File: src/rtl/sram_port_arbiter.sv
// sram_port_arbiter
//   Shares one single-port SRAM between three requesters
//   (0 = pattern generator, 1 = capture, 2 = processing) using a
//   round-robin arbiter with a bounded hold time.
//
//   Parameters
//     MAX_HOLD    max consecutive GRANT cycles for a holder while another
//                 requester is pending (2..255)
//
//   Ports
//     clk         system clock, rising edge
//     reset       synchronous, active-high
//     req         per-requester access request
//     gnt         one-hot grant (registered)
//     rq_addr     per-requester word address
//     rq_wdata    per-requester write data
//     rq_wren     per-requester write strobe
//     rq_rden     per-requester read strobe
//     sram_addr   registered SRAM address
//     sram_wdata  registered SRAM write data
//     sram_wren   registered SRAM write enable
//     sram_rden   registered SRAM read enable
//     sram_rdata  SRAM read data, valid one cycle after sram_rden
//     rd_data     sram_rdata passed through to all requesters
//     rd_valid    one-hot, marks rd_data valid for the issuing requester
module sram_port_arbiter #(
  parameter int unsigned MAX_HOLD = 64
) (
  input  logic             clk,
  input  logic             reset,
  input  logic [2:0]       req,
  output logic [2:0]       gnt,
  input  logic [2:0][17:0] rq_addr,
  input  logic [2:0][31:0] rq_wdata,
  input  logic [2:0]       rq_wren,
  input  logic [2:0]       rq_rden,
  output logic [17:0]      sram_addr,
  output logic [31:0]      sram_wdata,
  output logic             sram_wren,
  output logic             sram_rden,
  input  logic [31:0]      sram_rdata,
  output logic [31:0]      rd_data,
  output logic [2:0]       rd_valid
);

  localparam logic [7:0] HOLD_LAST = 8'(MAX_HOLD - 1);

  typedef enum logic [1:0] {
    S_IDLE,
    S_GRANT,
    S_SWITCH
  } state_t;

  state_t      r_state;
  state_t      w_state_nxt;
  logic [1:0]  r_ptr;
  logic [1:0]  w_ptr_nxt;
  logic [1:0]  r_holder;
  logic [1:0]  w_holder_nxt;
  logic [7:0]  r_cnt;
  logic [7:0]  w_cnt_nxt;
  logic [2:0]  r_gnt;
  logic [2:0]  w_gnt_nxt;

  logic [1:0]  w_sel;
  logic        w_sel_vld;
  logic [2:0]  w_holder_oh;
  logic        w_holder_req;
  logic        w_others_req;
  logic [1:0]  w_ptr_after;
  logic        w_fwd;

  logic [17:0] r_sram_addr;
  logic [31:0] r_sram_wdata;
  logic        r_sram_wren;
  logic        r_sram_rden;
  logic [2:0]  r_rd_src;
  logic [2:0]  r_rd_valid;

  // (p + k) mod 3 for p, k in 0..2
  function automatic logic [1:0] wrap3(input logic [1:0] p, input logic [1:0] k);
    logic [2:0] s;
    s = {1'b0, p} + {1'b0, k};
    return (s >= 3'd3) ? 2'(s - 3'd3) : s[1:0];
  endfunction

  // Round-robin scan: first asserted req starting at ptr.
  always_comb begin
    w_sel     = '0;
    w_sel_vld = 1'b0;
    for (int unsigned k = 0; k < 3; k++) begin
      if (!w_sel_vld && req[wrap3(r_ptr, 2'(k))]) begin
        w_sel     = wrap3(r_ptr, 2'(k));
        w_sel_vld = 1'b1;
      end
    end
  end

  always_comb begin
    w_holder_oh  = 3'b001 << r_holder;
    w_holder_req = |(req & w_holder_oh);
    w_others_req = |(req & ~w_holder_oh);
    w_ptr_after  = wrap3(r_holder, 2'd1);
  end

  // Next-state / grant decode
  always_comb begin
    w_state_nxt  = r_state;
    w_gnt_nxt    = r_gnt;
    w_holder_nxt = r_holder;
    w_ptr_nxt    = r_ptr;
    w_cnt_nxt    = r_cnt;
    w_fwd        = 1'b0;
    case (r_state)
      S_IDLE, S_SWITCH: begin
        if (w_sel_vld) begin
          w_state_nxt  = S_GRANT;
          w_gnt_nxt    = 3'b001 << w_sel;
          w_holder_nxt = w_sel;
          w_cnt_nxt    = '0;
        end else begin
          w_state_nxt = S_IDLE;
          w_gnt_nxt   = '0;
        end
      end
      S_GRANT: begin
        if (!w_holder_req) begin
          // Holder released: its strobes this cycle are dropped.
          w_state_nxt = S_SWITCH;
          w_gnt_nxt   = '0;
          w_ptr_nxt   = w_ptr_after;
        end else begin
          w_fwd = 1'b1;
          if (r_cnt == HOLD_LAST) begin
            // Counter parks at the limit until someone else asks.
            if (w_others_req) begin
              w_state_nxt = S_SWITCH;
              w_gnt_nxt   = '0;
              w_ptr_nxt   = w_ptr_after;
            end
          end else begin
            w_cnt_nxt = r_cnt + 8'd1;
          end
        end
      end
      default: begin
        w_state_nxt = S_IDLE;
        w_gnt_nxt   = '0;
      end
    endcase
  end

  // State register
  always_ff @(posedge clk) begin
    if (reset) begin
      r_state  <= S_IDLE;
      r_ptr    <= '0;
      r_holder <= '0;
      r_cnt    <= '0;
      r_gnt    <= '0;
    end else begin
      r_state  <= w_state_nxt;
      r_ptr    <= w_ptr_nxt;
      r_holder <= w_holder_nxt;
      r_cnt    <= w_cnt_nxt;
      r_gnt    <= w_gnt_nxt;
    end
  end

  // SRAM command path and read-return tagging
  always_ff @(posedge clk) begin
    if (reset) begin
      r_sram_addr  <= '0;
      r_sram_wdata <= '0;
      r_sram_wren  <= 1'b0;
      r_sram_rden  <= 1'b0;
      r_rd_src     <= '0;
      r_rd_valid   <= '0;
    end else begin
      // Write wins over a simultaneous read.
      r_sram_wren <= w_fwd & rq_wren[r_holder];
      r_sram_rden <= w_fwd & rq_rden[r_holder] & ~rq_wren[r_holder];
      if (w_fwd && (rq_wren[r_holder] || rq_rden[r_holder])) begin
        r_sram_addr  <= rq_addr[r_holder];
        r_sram_wdata <= rq_wdata[r_holder];
      end
      if (w_fwd && rq_rden[r_holder] && !rq_wren[r_holder]) begin
        r_rd_src <= w_holder_oh;
      end
      // Tag travels with the read so it survives a grant change.
      r_rd_valid <= r_sram_rden ? r_rd_src : '0;
    end
  end

  assign gnt        = r_gnt;
  assign sram_addr  = r_sram_addr;
  assign sram_wdata = r_sram_wdata;
  assign sram_wren  = r_sram_wren;
  assign sram_rden  = r_sram_rden;
  assign rd_data    = sram_rdata;
  assign rd_valid   = r_rd_valid;

endmodule

File: config.mk
export PLATFORM = sky130hd
export DESIGN_NAME = sram_port_arbiter
export DESIGN_NICKNAME = d
export VERILOG_FILES = /design/src/rtl/sram_port_arbiter.sv
export SDC_FILE = /design/constraint.sdc
export NUM_CORES = 1
export LEC_CHECK = 0
export ABC_AREA = 1
export CELL_PAD_IN_SITES_DETAIL_PLACEMENT = 1
export CELL_PAD_IN_SITES_GLOBAL_PLACEMENT = 1
export CORE_UTILIZATION = 24
export DETAILED_ROUTE_END_ITERATION = 8
export HOLD_SLACK_MARGIN = 0.1
export PLACE_DENSITY_LB_ADDON = 0.1
export SETUP_SLACK_MARGIN = 0.2
export SYNTH_ARGS = -nofsm -noshare
export SYNTH_HDL_FRONTEND = slang
export SYNTH_SLANG_ARGS = --single-unit
export TNS_END_PERCENT = 10
File: constraint.sdc
create_clock -name clk -period 2.49 [get_ports clk]
set_input_delay 0.3735 -clock clk [delete_from_list [all_inputs] [get_ports clk]]
set_output_delay 0.3735 -clock clk [all_outputs]
set_load 0.01 [all_outputs]
After elaboration in Yosys (flattened, before gate mapping)
Cells that the tools add are included.
W data, S select, Z words.
{ "totals": {"reg_bits": 75, "in_bits": 193, "word_cells": 109} }
{ "classes": {"n_reduce_logical": 19, "n_bitwise": 8, "n_mux": 43, "magnitude_cmp": 8, "n_eq_ne": 10, "n_addsub": 8, "shifts": 2} }
{ "op_table": {"columns": ["op", "count"], "rows": [
  ["$bmux W32 S2", 1],
  ["$bmux W18 S2", 1],
  ["$mux W32", 1],
  ["$mux W2", 13],
  ["$mux W8", 3],
  ["$mux W18", 1],
  ["$pmux W8 S2", 1],
  ["$lt A2 B3 Y1 const B", 4],
  ["$mux W3", 4],
  ["$mux W1", 11],
  ["$bmux W1 S2", 5],
  ["$ge A3 B2 Y1 const B", 3],
  ["$add A8 B1 Y8 const B", 1],
  ["$eq A8 B6 Y1 const B", 1],
  ["$sub A2 B2 Y2 const B", 4],
  ["$add A2 B1 Y3 const B", 2],
  ["$and A3 B3 Y3", 2],
  ["$ne A2 B2 Y1 const B", 3],
  ["$ne A3 B3 Y1 const B", 2],
  ["$pmux W3 S2", 1],
  ["$reduce_or A3 Y1", 2],
  ["$shl A1 B2 Y3 const A", 2],
  ["$logic_and A1 B1 Y1", 5],
  ["$ne A2 B1 Y1 const B", 2],
  ["16 further kinds", 23]
]} }

Logic depth before layout (Yosys ltp)
Gate-level depths: netlist of the first run.
{ "depth": {"word_depth": 14, "depth_mapped": 14, "mapped_depth_nobuf": 13} }

Worst setup path after synthesis of the first run
Ideal clock, no wire load.
{ "synth_path": {"kind": "flip-flop to flip-flop", "startpoint": "register r_holder[0]", "endpoint": "register r_sram_wdata[1] (netlist: sram_wdata[1])", "stages_incl_launch_ff": 14, "required_time_ns": 2.346, "n_path_buf": 4, "t_arrival_ns": 1.911, "slack_ns": 0.435, "cell_sequence": "dfxtp_1 -> buf_6 -> inv_2 -> clkbuf_1 -> ha_1 -> nand2_1 -> nand3_1 -> nand2_1 -> inv_2 -> nand2_1 -> nand2_2 -> buf_6 -> buf_4 -> a211oi_2"} }
{ "synth_between": {"elab_chain_len": 6, "word_cells_on_any_way": 13, "cone_classes": "1 x shift; 8 x mux; 1 x bitwise; 3 x reduce/logical"} }
{ "synth_rtl": {"columns": ["element", "line_no", "text"], "rows": [
  ["start: declaration", "58", "logic [1:0] r_holder;"],
  ["start signal: assignment", "164", "r_holder <= w_holder_nxt;"],
  ["$shl A1 B2 Y3", "100", "w_holder_oh = 3'b001 << r_holder;"],
  ["net w_holder_oh[2]", "67", "logic [2:0] w_holder_oh;"],
  ["$and A3 B3 Y3", "101", "w_holder_req = |(req & w_holder_oh);"],
  ["$reduce_or A3 Y1", "101", null],
  ["$mux W1", "127", "if (!w_holder_req) begin"],
  ["$mux W1", "114", "case (r_state)"],
  ["$logic_and A1 B1 Y1", "183", "if (w_fwd && (rq_wren[r_holder] || rq_rden[r_holder])) begin"],
  ["end signal: assignment", "185", "r_sram_wdata <= rq_wdata[r_holder];"],
  ["end: declaration", "74", "logic [31:0] r_sram_wdata;"]
]} }
The timed path passes the listed nets, and every way through them passes these cells. The select of a mux whose other input is x is not followed.
A chain may end at the register's enable or synchronous reset.

Final worst setup path of the first run
{ "layout_path": {"startpoint": "register r_holder[0]", "endpoint": "register r_sram_wdata[15] (netlist: sram_wdata[15])"} }
{ "layout_between": {"elab_chain_len": 6, "word_cells_on_any_way": 13, "cone_classes": "1 x shift; 8 x mux; 1 x bitwise; 3 x reduce/logical"} }
{ "layout_rtl": {"columns": ["element", "line_no"], "rows": [
  ["$shl A1 B2 Y3", "100"],
  ["$and A3 B3 Y3", "101"],
  ["$reduce_or A3 Y1", "101"],
  ["$mux W1", "127"],
  ["$mux W1", "114"],
  ["$logic_and A1 B1 Y1", "183"]
]} }
Several ways; a longest one is shown, not always the timed one. The select of a mux whose other input is x is not followed.

==> summary.txt, run 1 <==
Critical path
  – CP Capture Type: flop
  – Critical Path RT: 2.72 ns
  – Worst r2r path cells: 9
  – Critical path class: reg2reg
  – CP Max Fanout: 25
  – Worst EP arrival: 2.34 ns
  – Critical path startpoint category: flop

Floorplan
  – Row count: 49
  – Initial Util: 24.5%
  – Die area: 18900 um2
  – Die Ht: 137 um
  – Die W: 137 um
  – # IOs: 283
  – Core box area: 18000 um2

Logic synthesis
  – Yosys top cell area share: 34.1%
  – Yosys top cell by area: dfxtp_1
  – Primary FF master, synth: dfxtp_1
  – Syn Inst Count: 640
  – Mapped Area: 4400 um2
  – Synth cell types: 25
  – List of most frequent post-synthesis cells: nor2_1 (143), o21ai_0 (109), nand2_1 (92)
  – Number of flops mapped to enable cells by yosys: 0
  – Syn. warnings: 0
  – FF+latch count, synth: 75
  – Seq/Total Area, Yosys: 34.1%
  – Count leader, synth: nor2_1
  – Syn Area/Cell: 6.87 um2
  – Synth async-reset ratio: 0%
  – Top cells by area, synth: dfxtp_1 (34%), o21ai_0 (12%), nor2_1 (12%)
  – Syn Nets: 841

Drt
  – # DRC: 0
  – Initial DRT Pass Iterations: 4
  – Vias/cell: 4.76
  – Final WL: 17.5 mm
  – Via count: 4979
  – Initial drt markers: 141
  – Drt wl/cell: 16.7 um
  – ANT nets after route: 0

Power and ir drop
  – PwrDens: 857 nW/um2
  – Static leakage: 2.65 nW
  – Peak VDD IR: 376 uV
  – Tot Pwr: 0.00593 W

STA
  – Worst Max-Slew Pin Slew: 0.501 ns
  – Final setup viols: 0
  – Final Max Slew Viols: 0
  – Final min period: 2.11 ns
  – Post-route setup TNS: 0 ns
  – Final worst-path cycle share: 84.5%
  – Hold slack: 0.445 ns
  – Fin. Hold Viols: 0
  – Max Clk Rate: 475 MHz
  – Post-Route Skew: 0.00489 ns
  – Rel. slew slack: 66.5%
  – RSZ-0062 raised after global routing: yes

Clock tree
  – Hold_buf cts: 0
  – Worst skew pair latency: 0.34 ns
  – Clock buffer depth: 2
  – Num CTS Buffers: 9
  – Worst-path clk slew: 0.06 ns
  – Clock root cell: clkbuf_16
  – CTS H-Tree Depth: 3
  – CTS tree: built
  – # clock sinks: 75

Global route
  – First-pass GRT wire length: 27.3 mm
  – Vias in the first global route: 5328
  – Initial antenna violation count: 0
  – GRT Overall Usage: 19.1%
  – Largest net degree at the start of global routing: 34
  – GRT overflow: 0

Final layout
  – # diodes: 0
  – Layout net count: 1014
  – Area Growth Syn to Fin: 57.4%
  – Share of cells above drive strength 1: 7.21%

Place
  – GP Congestion: 0.738
  – DP HPWL: 13.6 mm
  – IO buf count: 218

Worst hold path
  – Worst hold stages: 2
  – Type of the worst min-delay path: reg2reg

Status
  – Status: completed

Run
  – Max Cap Viol: 0
kinds of logic after synthesis:
kind of cell / Yosys count / share of synthesized area [%]
flops: 75 / 34.1
fa+ha+maj: 8 / 2.28
buf+inv: 98 / 12.2
compound gates: 193 / 27.1
simple gates: 266 / 24.3
path summary, 6_finish.rpt:
kind | end | startpoint | slack, ns
hold reg to reg | rd_valid[2]$_SDFF_PP0_ | r_rd_src[2]$_SDFFE_PP0P_ | 0.44
setup reg to reg | sram_wdata[15]$_SDFFE_PP0P_ | r_holder[0]$_SDFFE_PP0P_ | 0.38
hold / removal | rd_valid[2]$_SDFF_PP0_ | r_rd_src[2]$_SDFFE_PP0P_ | 0.44
setup / recovery | sram_wdata[15]$_SDFFE_PP0P_ | r_holder[0]$_SDFFE_PP0P_ | 0.38
sequential cells by signal (all words and copies together), names as in the netlist:
name and flops:
gnt 3, r_cnt 8, r_holder 2, r_ptr 2, r_rd_src 3, r_state 2, rd_valid 3, sram_addr 18
sram_rden 1, sram_wdata 32, sram_wren 1
layout by cell type, fill, tap and decap left out, types with 2 or more instances in the layout:
| master | Yosys | routed |
|---|---|---|
| clkdlybuf4s50_1 | 0 | 217 |
| nor2_1 | 143 | 143 |
| o21ai_0 | 109 | 109 |
| nand2_1 | 92 | 92 |
| dfxtp_1 | 75 | 74 |
| a2bb2oi_1 | 25 | 25 |
| a21oi_1 | 24 | 24 |
| inv_1 | 21 | 21 |
| a211oi_2 | 16 | 16 |
| nand3_1 | 16 | 15 |
| o21ai_1 | 14 | 14 |
| buf_4 | 33 | 14 |
| clkbuf_16 | 0 | 9 |
| nand4_1 | 8 | 8 |
| ha_1 | 8 | 8 |
| inv_2 | 6 | 6 |
| o21bai_1 | 4 | 4 |
| bufinv_16 | 0 | 4 |
| nor2_4 | 2 | 2 |
| nor3_1 | 2 | 2 |
| clkbuf_1 | 22 | 2 |
power breakdown:
| part | switching [W] | internal, W | leakage [nW] |
|---|---|---|---|
| clock network | 0.000518 | 0.00108 | 0.174 |
| registers | 0.000160 | 0.00149 | 0.613 |
| logic | 0.00148 | 0.00120 | 1.87 |
cell type report:
| class | instances | area, um2 |
|---|---|---|
| Fill cell | 2189 | 11000 |
| Sequential cell | 75 | 1500 |
| Clock buffer | 11 | 233 |
| Multi-Input combinational cell | 467 | 2370 |
| Tap cell | 229 | 287 |
| Inverter | 27 | 101 |
| Clock inverter | 5 | 125 |
| Timing Repair Buffer | 233 | 2300 |
metal layers:
| metal | track usage, % | share of wire, % |
|---|---|---|
| met4 | 6.72 | 1.9 |
| met1 | 20.9 | 41 |
| met3 | 6.36 | 7.3 |
| met2 | 34.2 | 50 |
| met5 | 0 | 0 |
per-stage QoR:
stage / instance area, um2 / worst slack (ns) / cells / util (%)
after CTS: 6910 / 0.310 / 1047 / 38.5
after floorplan: 4400 / 0.435 / 640 / -
after global routing: 6920 / 0.160 / 1047 / 38.5
after global placement: 6550 / 0.255 / 1031 / 36.5
after detailed placement: 6550 / 0.174 / 1031 / 36.5
final: 6920 / 0.385 / 1047 / 38.5
worst max-delay path, cell delays in order, from the launching register on:
cell and delay [ns]:
dfxtp_2 0.35, inv_2 0.09, buf_4 0.30, nor2_1 0.08, o21ai_1 0.26, nand2_1 0.13
nand2_2 0.25, inv_2 0.28, nor2_1 0.18, nor2_1 0.06
timing repair:
action / 4_1_cts / 5_1_grt
setup endpoints to repair: 0 / 25
gates resized for setup: 0 / 2
hold endpoints to repair: 0 / 0
setup buffers: 0 / 0
Power figures use the tool's default switching activity.
==> run 2: changes to the inputs <==
==> constraint.sdc (replaced) <==
create_clock -name clk -period 2.2 [get_ports clk]
set_input_delay 0.33 -clock clk [delete_from_list [all_inputs] [get_ports clk]]
set_output_delay 0.33 -clock clk [all_outputs]
set_load 0.01 [all_outputs]
==> summary.txt, run 2 (same netlist as run 1, synthesis figures left out) <==
Status
  – Status: completed

Power and ir drop
  – Sw Ratio: 38.4% (+2.1 points)
  – Tot Pwr: 0.00646 W (+9.0%)
  – Comb pwr share: 48.2% (+3.0 points)
  – Net load switching power: 0.00249 W (+15%)
  – Static leakage: 2.64 nW (-0.61%)
  – Seq pwr share: 28.9% (+1.1 points)
  – PwrDens: 935 nW/um2 (+9.1%)
  – Pint: 0.00398 W (+5.4%)
  – Clk network pwr share: 22.9% (-4.0 points)
  – Peak VDD IR: 348 uV (-7.5%)

Critical path
  – Critical path's top delay family: simple AND/OR/NAND/NOR gates
  – FF-to-FF End: sram_wdata[7]$_SDFFE_PP0P_
  – Slowest stage delay, CP: 0.39 ns (+0.04 ns)
  – CP Capture Type: flop
  – Worst EP arrival: 2.10 ns (-0.24 ns)
  – FF-to-FF setup slack: 0.33 ns (-0.05 ns)
  – CP Max Fanout: 14 (-44%)
  – FF-to-FF Start: r_holder[0]$_SDFFE_PP0P_
  – Cells along the critical path: inv_2 -> ha_1 -> nand2_1 -> nand3_1 -> nand2_1 -> inv_2 -> nand2_1 -> nand2_4 -> buf_4 -> o21ai_0 -> nor2_1
  – Critical-path top delay cell: dfxtp_2
  – Worst r2r path cells: 11 (+2)
  – Most frequent cell on the critical path: nand2_1
  – Critical path class: reg2reg
  – Critical Path RT: 2.43 ns (-0.29 ns)
  – Buf/Inv on CP: 3 (unchanged)
  – Critical path startpoint category: flop

Worst hold path
  – Worst hold stages: 4 (+2)
  – Hold Crit Start: reset
  – Type of the worst min-delay path: in2reg
  – WHS Endpoint: r_ptr[0]$_SDFFE_PP0P_

Final layout
  – Max FFs per register: 32 (unchanged)
  – # diodes: 0 (unchanged)
  – Most common cell after layout, fill and taps aside: clkdlybuf4s50_1
  – Highest-count cells in the layout ignoring fill and taps: clkdlybuf4s50_1 (217), nor2_1 (143), o21ai_0 (108)
  – Share of cells above drive strength 1: 8.03% (+0.82 points)
  – Fin util: 38.5% (-0.042 points)
  – Final Cell Area: 6920 um2 (-0.11%)
  – Layout net count: 1018 (+0.39%)
  – Area Growth Syn to Fin: 57.3%

Floorplan
  – Core box area: 18000 um2 (unchanged)
  – Die Ht: 137 um (unchanged)
  – Die W: 137 um (unchanged)
  – # IOs: 283 (unchanged)
  – Die area: 18900 um2 (unchanged)
  – Initial Util: 24.5% (unchanged)
  – Row count: 49 (unchanged)

STA
  – Worst Max-Slew Pin Slew: 0.585 ns (+0.0833 ns)
  – Final setup viols: 0 (unchanged)
  – Post-Route Skew: 0.00931 ns (+0.00442 ns)
  – Hold slack: 0.431 ns (-0.0134 ns)
  – Rel. slew slack: 61.0% (-5.5 points)
  – Post-route setup TNS: 0 ns (unchanged)
  – RSZ-0062 raised after global routing: no
  – Final Max Slew Viols: 0 (unchanged)
  – Max Clk Rate: 536 MHz (+13%)
  – Final min period: 1.87 ns (-0.240 ns)
  – Final worst-path cycle share: 84.8% (+0.24 points)
  – Fin. Hold Viols: 0 (unchanged)

Global route
  – Initial antenna violation count: 0 (unchanged)
  – Vias in the first global route: 5346 (+0.34%)
  – GRT overflow: 0 (unchanged)
  – Largest net degree at the start of global routing: 51 (+50%)
  – First-pass GRT wire length: 26.8 mm (-1.9%)
  – GRT Overall Usage: 18.5% (-0.58 points)

Run
  – Max Cap Viol: 0 (unchanged)

Drt
  – Vias/cell: 4.76 (about the same)
  – Final WL: 17.6 mm (+0.17%)
  – ANT nets after route: 0 (unchanged)
  – # DRC: 0 (unchanged)
  – Drt wl/cell: 16.7 um (-0.22%)
  – Initial DRT Pass Iterations: 6 (+2)
  – Initial drt markers: 140 (-0.71%)
  – Via count: 5003 (+0.48%)

Clock tree
  – Clock root cell: clkbuf_16
  – Num CTS Buffers: 9 (unchanged)
  – # clock sinks: 75 (unchanged)
  – CTS tree: built
  – CTS H-Tree Depth: 3 (unchanged)
  – Clock buffer depth: 2 (unchanged)
  – Hold_buf cts: 0 (unchanged)
  – Worst-path clk slew: 0.06 ns (about the same)
  – Worst skew pair latency: 0.34 ns (about the same)

Place
  – GP Congestion: 0.805 (+9.0%)
  – DP HPWL: 13.5 mm (-1.0%)
  – IO buf count: 218 (unchanged)
  – Placed Instance Area: 6580 um2 (+0.34%)
-- run 2: changes by cell type in the layout (fill, tap and decap cells not counted), sizes merged --
cell	delta
clkbuf	-1
buf	+4
clkinvlp	+3
bufinv	-3
clkinv	+1
-- run 2: worst register-to-register path: stages, from the launching register on --
cell     delay [ns]
dfxtp_2        0.39
inv_2          0.08
ha_1           0.24
nand2_1        0.09
nand3_1        0.11
nand2_1        0.09
inv_2          0.04
nand2_1        0.13
nand2_4        0.11
buf_4          0.21
o21ai_0        0.21
nor2_1         0.06
-- run 2: power groups by stage --
stage	combinational [W]	sequential, W	clock (W)
after detailed placement	0.00310	0.00189	0
after global placement	0.00303	0.00188	0
after CTS	0.00313	0.00187	0.00153
after floorplan	0.00158	0.00200	0
final	0.00311	0.00187	0.00148
after global routing	0.00342	0.00190	0.00158
-- run 2: stage by stage --
step	setup WS, ns	std cells
2_1_floorplan	0.273	640
3_3_place_gp	0.0909	1034
3_5_place_dp	-0.0154	1034
4_1_cts	0.160	1050
5_1_grt	0.201	1051
6_report	0.335	1051
-- run 2: timing repair --
| action | in CTS | in global routing |
|---|---|---|
| setup endpoints to repair | 44 | 57 |
| pin swaps | 0 | 1 |
| gates resized for setup | 3 | 8 |
| setup buffers | 0 | 1 |
-- run 2: metal layers --
| layer | track usage (%) | share of wire [%] |
|---|---|---|
| met2 | 34.7 | 51 |
| met5 | 0 | 0 |
| met3 | 5.74 | 6.8 |
| met1 | 19.4 | 40 |
| met4 | 6.11 | 1.8 |
-- run 2: area by class of cell --
type / count / area [um2]
sequential: 75 / 1500
clock inverter: 6 / 66.3
multi-input combinational: 467 / 2380
clock buffer: 10 / 229
inverter: 27 / 104
fill: 2183 / 11000
tap: 229 / 287
timing repair buffer: 237 / 2340
-- run 2: worst max-delay path by stage --
stage	from	to	slack, ns	cells past startpoint
after floorplan	r_holder[0]$_SDFFE_PP0P_	sram_wdata[16]$_SDFFE_PP0P_	0.27	14
after global placement	req[1]	sram_wdata[11]$_SDFFE_PP0P_	0.09	10
after detailed placement	req[1]	sram_wdata[15]$_SDFFE_PP0P_	-0.02	10
after CTS	r_holder[0]$_SDFFE_PP0P_	sram_wdata[13]$_SDFFE_PP0P_	0.16	8
after global routing	r_holder[1]$_SDFFE_PP0P_	sram_addr[10]$_SDFFE_PP0P_	0.20	9
final	r_holder[0]$_SDFFE_PP0P_	sram_wdata[7]$_SDFFE_PP0P_	0.33	11
==> run 3: changes to the inputs <==
--- a/config.mk
+++ b/config.mk
@@ -8,7 +8,7 @@
 export ABC_AREA = 1
 export CELL_PAD_IN_SITES_DETAIL_PLACEMENT = 1
 export CELL_PAD_IN_SITES_GLOBAL_PLACEMENT = 1
-export CORE_UTILIZATION = 24
+export CORE_UTILIZATION = 22
 export DETAILED_ROUTE_END_ITERATION = 8
 export HOLD_SLACK_MARGIN = 0.1
 export PLACE_DENSITY_LB_ADDON = 0.1
==> constraint.sdc (replaced) <==
create_clock -name clk -period 1.68 [get_ports clk]
set_input_delay 0.252 -clock clk [delete_from_list [all_inputs] [get_ports clk]]
set_output_delay 0.252 -clock clk [all_outputs]
set_load 0.01 [all_outputs]
==> summary.txt, run 3 (same netlist as run 1, synthesis figures left out) <==
Status
  – Status: finished with violations
  – Failing checks: setup timing

Drt
  – Vias/cell: 4.55 (-4.4%)
  – Initial DRT Pass Iterations: 4 (-2)
  – # DRC: 0 (unchanged)
  – Initial drt markers: 101 (-28%)
  – Via count: 5239 (+4.7%)
  – Final WL: 19.2 mm (+9.5%)
  – Drt wl/cell: 16.7 um (about the same)
  – ANT nets after route: 0 (unchanged)

Critical path
  – Critical path's top delay family: flip-flops
  – FF-to-FF setup slack: -0.005 ns (-0.34 ns)
  – FF-to-FF Start: r_holder[0]$_SDFFE_PP0P_
  – Critical-path top delay cell: dfxtp_4
  – Worst r2r path cells: 9 (-2)
  – Critical path class: reg2reg
  – FF-to-FF End: sram_wdata[16]$_SDFFE_PP0P_
  – Most frequent cell on the critical path: nand2_8
  – Critical Path RT: 1.92 ns (-0.51 ns)
  – Slowest stage delay, CP: 0.43 ns (+0.04 ns)
  – Critical path startpoint category: flop
  – CP Capture Type: flop
  – Cells along the critical path: buf_6 -> o21ai_1 -> o21ai_2 -> nand2_8 -> nand2_8 -> buf_12 -> clkinv_16 -> nor2_2 -> nor2_1
  – CP Max Fanout: 7 (-7)
  – Worst EP arrival: 1.92 ns (-0.18 ns)
  – Buf/Inv on CP: 3 (unchanged)

Power and ir drop
  – Peak VDD IR: 544 uV (+56%)
  – PwrDens: 1210 nW/um2 (+30%)
  – Static leakage: 3.39 nW (+28%)
  – Tot Pwr: 0.00969 W (+50%)

STA
  – Worst Slack Setup Final: -0.00531 ns (-0.340 ns)
  – Hold slack: 0.313 ns (-0.118 ns)
  – Final setup viols: 2 (+2)
  – Final worst-path cycle share: 100% (+16 points)
  – Final Max Slew Viols: 0 (unchanged)
  – Final min period: 1.69 ns (-0.180 ns)
  – Post-Route Skew: 0.00914 ns (-0.000170 ns)
  – RSZ-0062 raised after global routing: yes
  – Rel. slew slack: 75.6% (+15 points)
  – Worst Max-Slew Pin Slew: 0.366 ns (-0.219 ns)
  – Fin. Hold Viols: 0 (unchanged)
  – Max Clk Rate: 593 MHz (+11%)

Final layout
  – Highest-count cells in the layout ignoring fill and taps: clkdlybuf4s50_1 (162), nor2_1 (102), nand2_1 (77)
  – Most common cell after layout, fill and taps aside: clkdlybuf4s50_1
  – Filler cells: 2380 (+9.0%)
  – Layout net count: 1081 (+6.2%)
  – Share of cells above drive strength 1: 24.2% (+16 points)
  – Area Growth Syn to Fin: 81.6%
  – Layout Cells excl Fill: 1151 (+9.5%)
  – Max FFs per register: 32 (unchanged)

Worst hold path
  – Worst hold stages: 4 (unchanged)
  – Hold Crit Start: reset
  – Type of the worst min-delay path: in2reg
  – WHS Endpoint: gnt[1]$_SDFFE_PP0P_

Run
  – Max Cap Viol: 0 (unchanged)

Floorplan
  – Initial Util: 22.5% (-2.0 points)
  – Die area: 20600 um2 (+9.0%)
  – Die Ht: 143 um (+4.4%)
  – Die W: 143 um (+4.4%)
  – # IOs: 283 (unchanged)
  – Row count: 51 (+4.1%)
  – Core box area: 19500 um2 (+8.7%)

Clock tree
  – Clock root cell: clkbuf_16
  – CTS H-Tree Depth: 3 (unchanged)
  – CTS tree: built
  – Hold_buf cts: 0 (unchanged)
  – Num CTS Buffers: 9 (unchanged)
  – Worst-path clk slew: 0.06 ns (about the same)
  – Clock buffer depth: 2 (unchanged)
  – Worst skew pair latency: 0.35 ns (about the same)
  – # clock sinks: 75 (unchanged)

Place
  – IO buf count: 218 (unchanged)
  – GP Congestion: 0.766 (-4.8%)
  – Dpl cells: 1105 (+6.9%)
  – DP HPWL: 14.3 mm (+6.0%)
  – Pre-CTS setup slack: -0.360 ns (-0.345 ns)

Global route
  – Vias in the first global route: 5729 (+7.2%)
  – GRT overflow: 0 (unchanged)
  – First-pass GRT wire length: 29.8 mm (+11%)
  – GRT Overall Usage: 18.9% (+0.43 points)
  – Initial antenna violation count: 1 (+1)
  – Largest net degree at the start of global routing: 39 (-24%)
[run 3: worst min-delay path, stage by stage]
cell and delay, ns:
buf_2 0.19, nor2_2 0.08, nand2_1 0.05, nand2_1 0.04
[run 3: worst max path at each step]
stage / cells after the start / end / slack [ns] / from
2_1_floorplan: 14 / sram_wdata[1]$_SDFFE_PP0P_ / -0.07 / r_holder[0]$_SDFFE_PP0P_
3_3_place_gp: 10 / sram_wdata[22]$_SDFFE_PP0P_ / -0.28 / req[1]
5_1_grt: 12 / sram_addr[17]$_SDFFE_PP0P_ / -0.10 / r_holder[1]$_SDFFE_PP0P_
4_1_cts: 10 / sram_wdata[6]$_SDFFE_PP0P_ / -0.05 / r_holder[0]$_SDFFE_PP0P_
6_report: 9 / sram_wdata[16]$_SDFFE_PP0P_ / -0.005 / r_holder[0]$_SDFFE_PP0P_
3_5_place_dp: 10 / sram_wdata[10]$_SDFFE_PP0P_ / -0.36 / req[1]
[run 3: timing repair]
action | in CTS | in global routing
pin swaps | 25 | 9
buffers inserted | 15 | 7
resized for setup | 145 | 49
endpoints found under the setup margin | 125 | 79
cloned | 6 | 1
[run 3: area by class of cell]
class                      count  area [um2]  area share (%)
antenna                        1        2.50          0.0313
clock buffer                  10         239            2.99
clock inverter                 6        63.8           0.799
inverter                      27         143            1.79
multi-input combinational    468        2780            34.8
sequential                    75        1510            19.0
tap                          265         332            4.15
timing repair buffer         297        2890            36.1
timing repair inverter         2        27.5           0.345
[run 3: power breakdown]
group	leakage (nW)	switching [W]	total, W	internal (W)
clock	0.145	0.000812	0.00200	0.00119
combinational	2.63	0.00277	0.00520	0.00243
sequential	0.615	0.000271	0.00248	0.00221
[run 3: per-layer routing]
metal	vias to the layer above	wire, um	GRT usage, %
li1	2612	-	-
met1	2475	7890	20.8
met2	131	9870	34.6
met3	21	1120	5.13
met4	0	332	7.00
met5	-	0	0
[run 3: stage by stage]
step	util [%]	setup TNS, ns	area, um2
after CTS	39.8	-0.265	7770
after detailed placement	35.9	-18.80	7010
final	40.9	-0.00890	7990
after floorplan	-	-1.64	4530
after global placement	35.9	-14.43	7010
after global routing	40.9	-3.83	7990
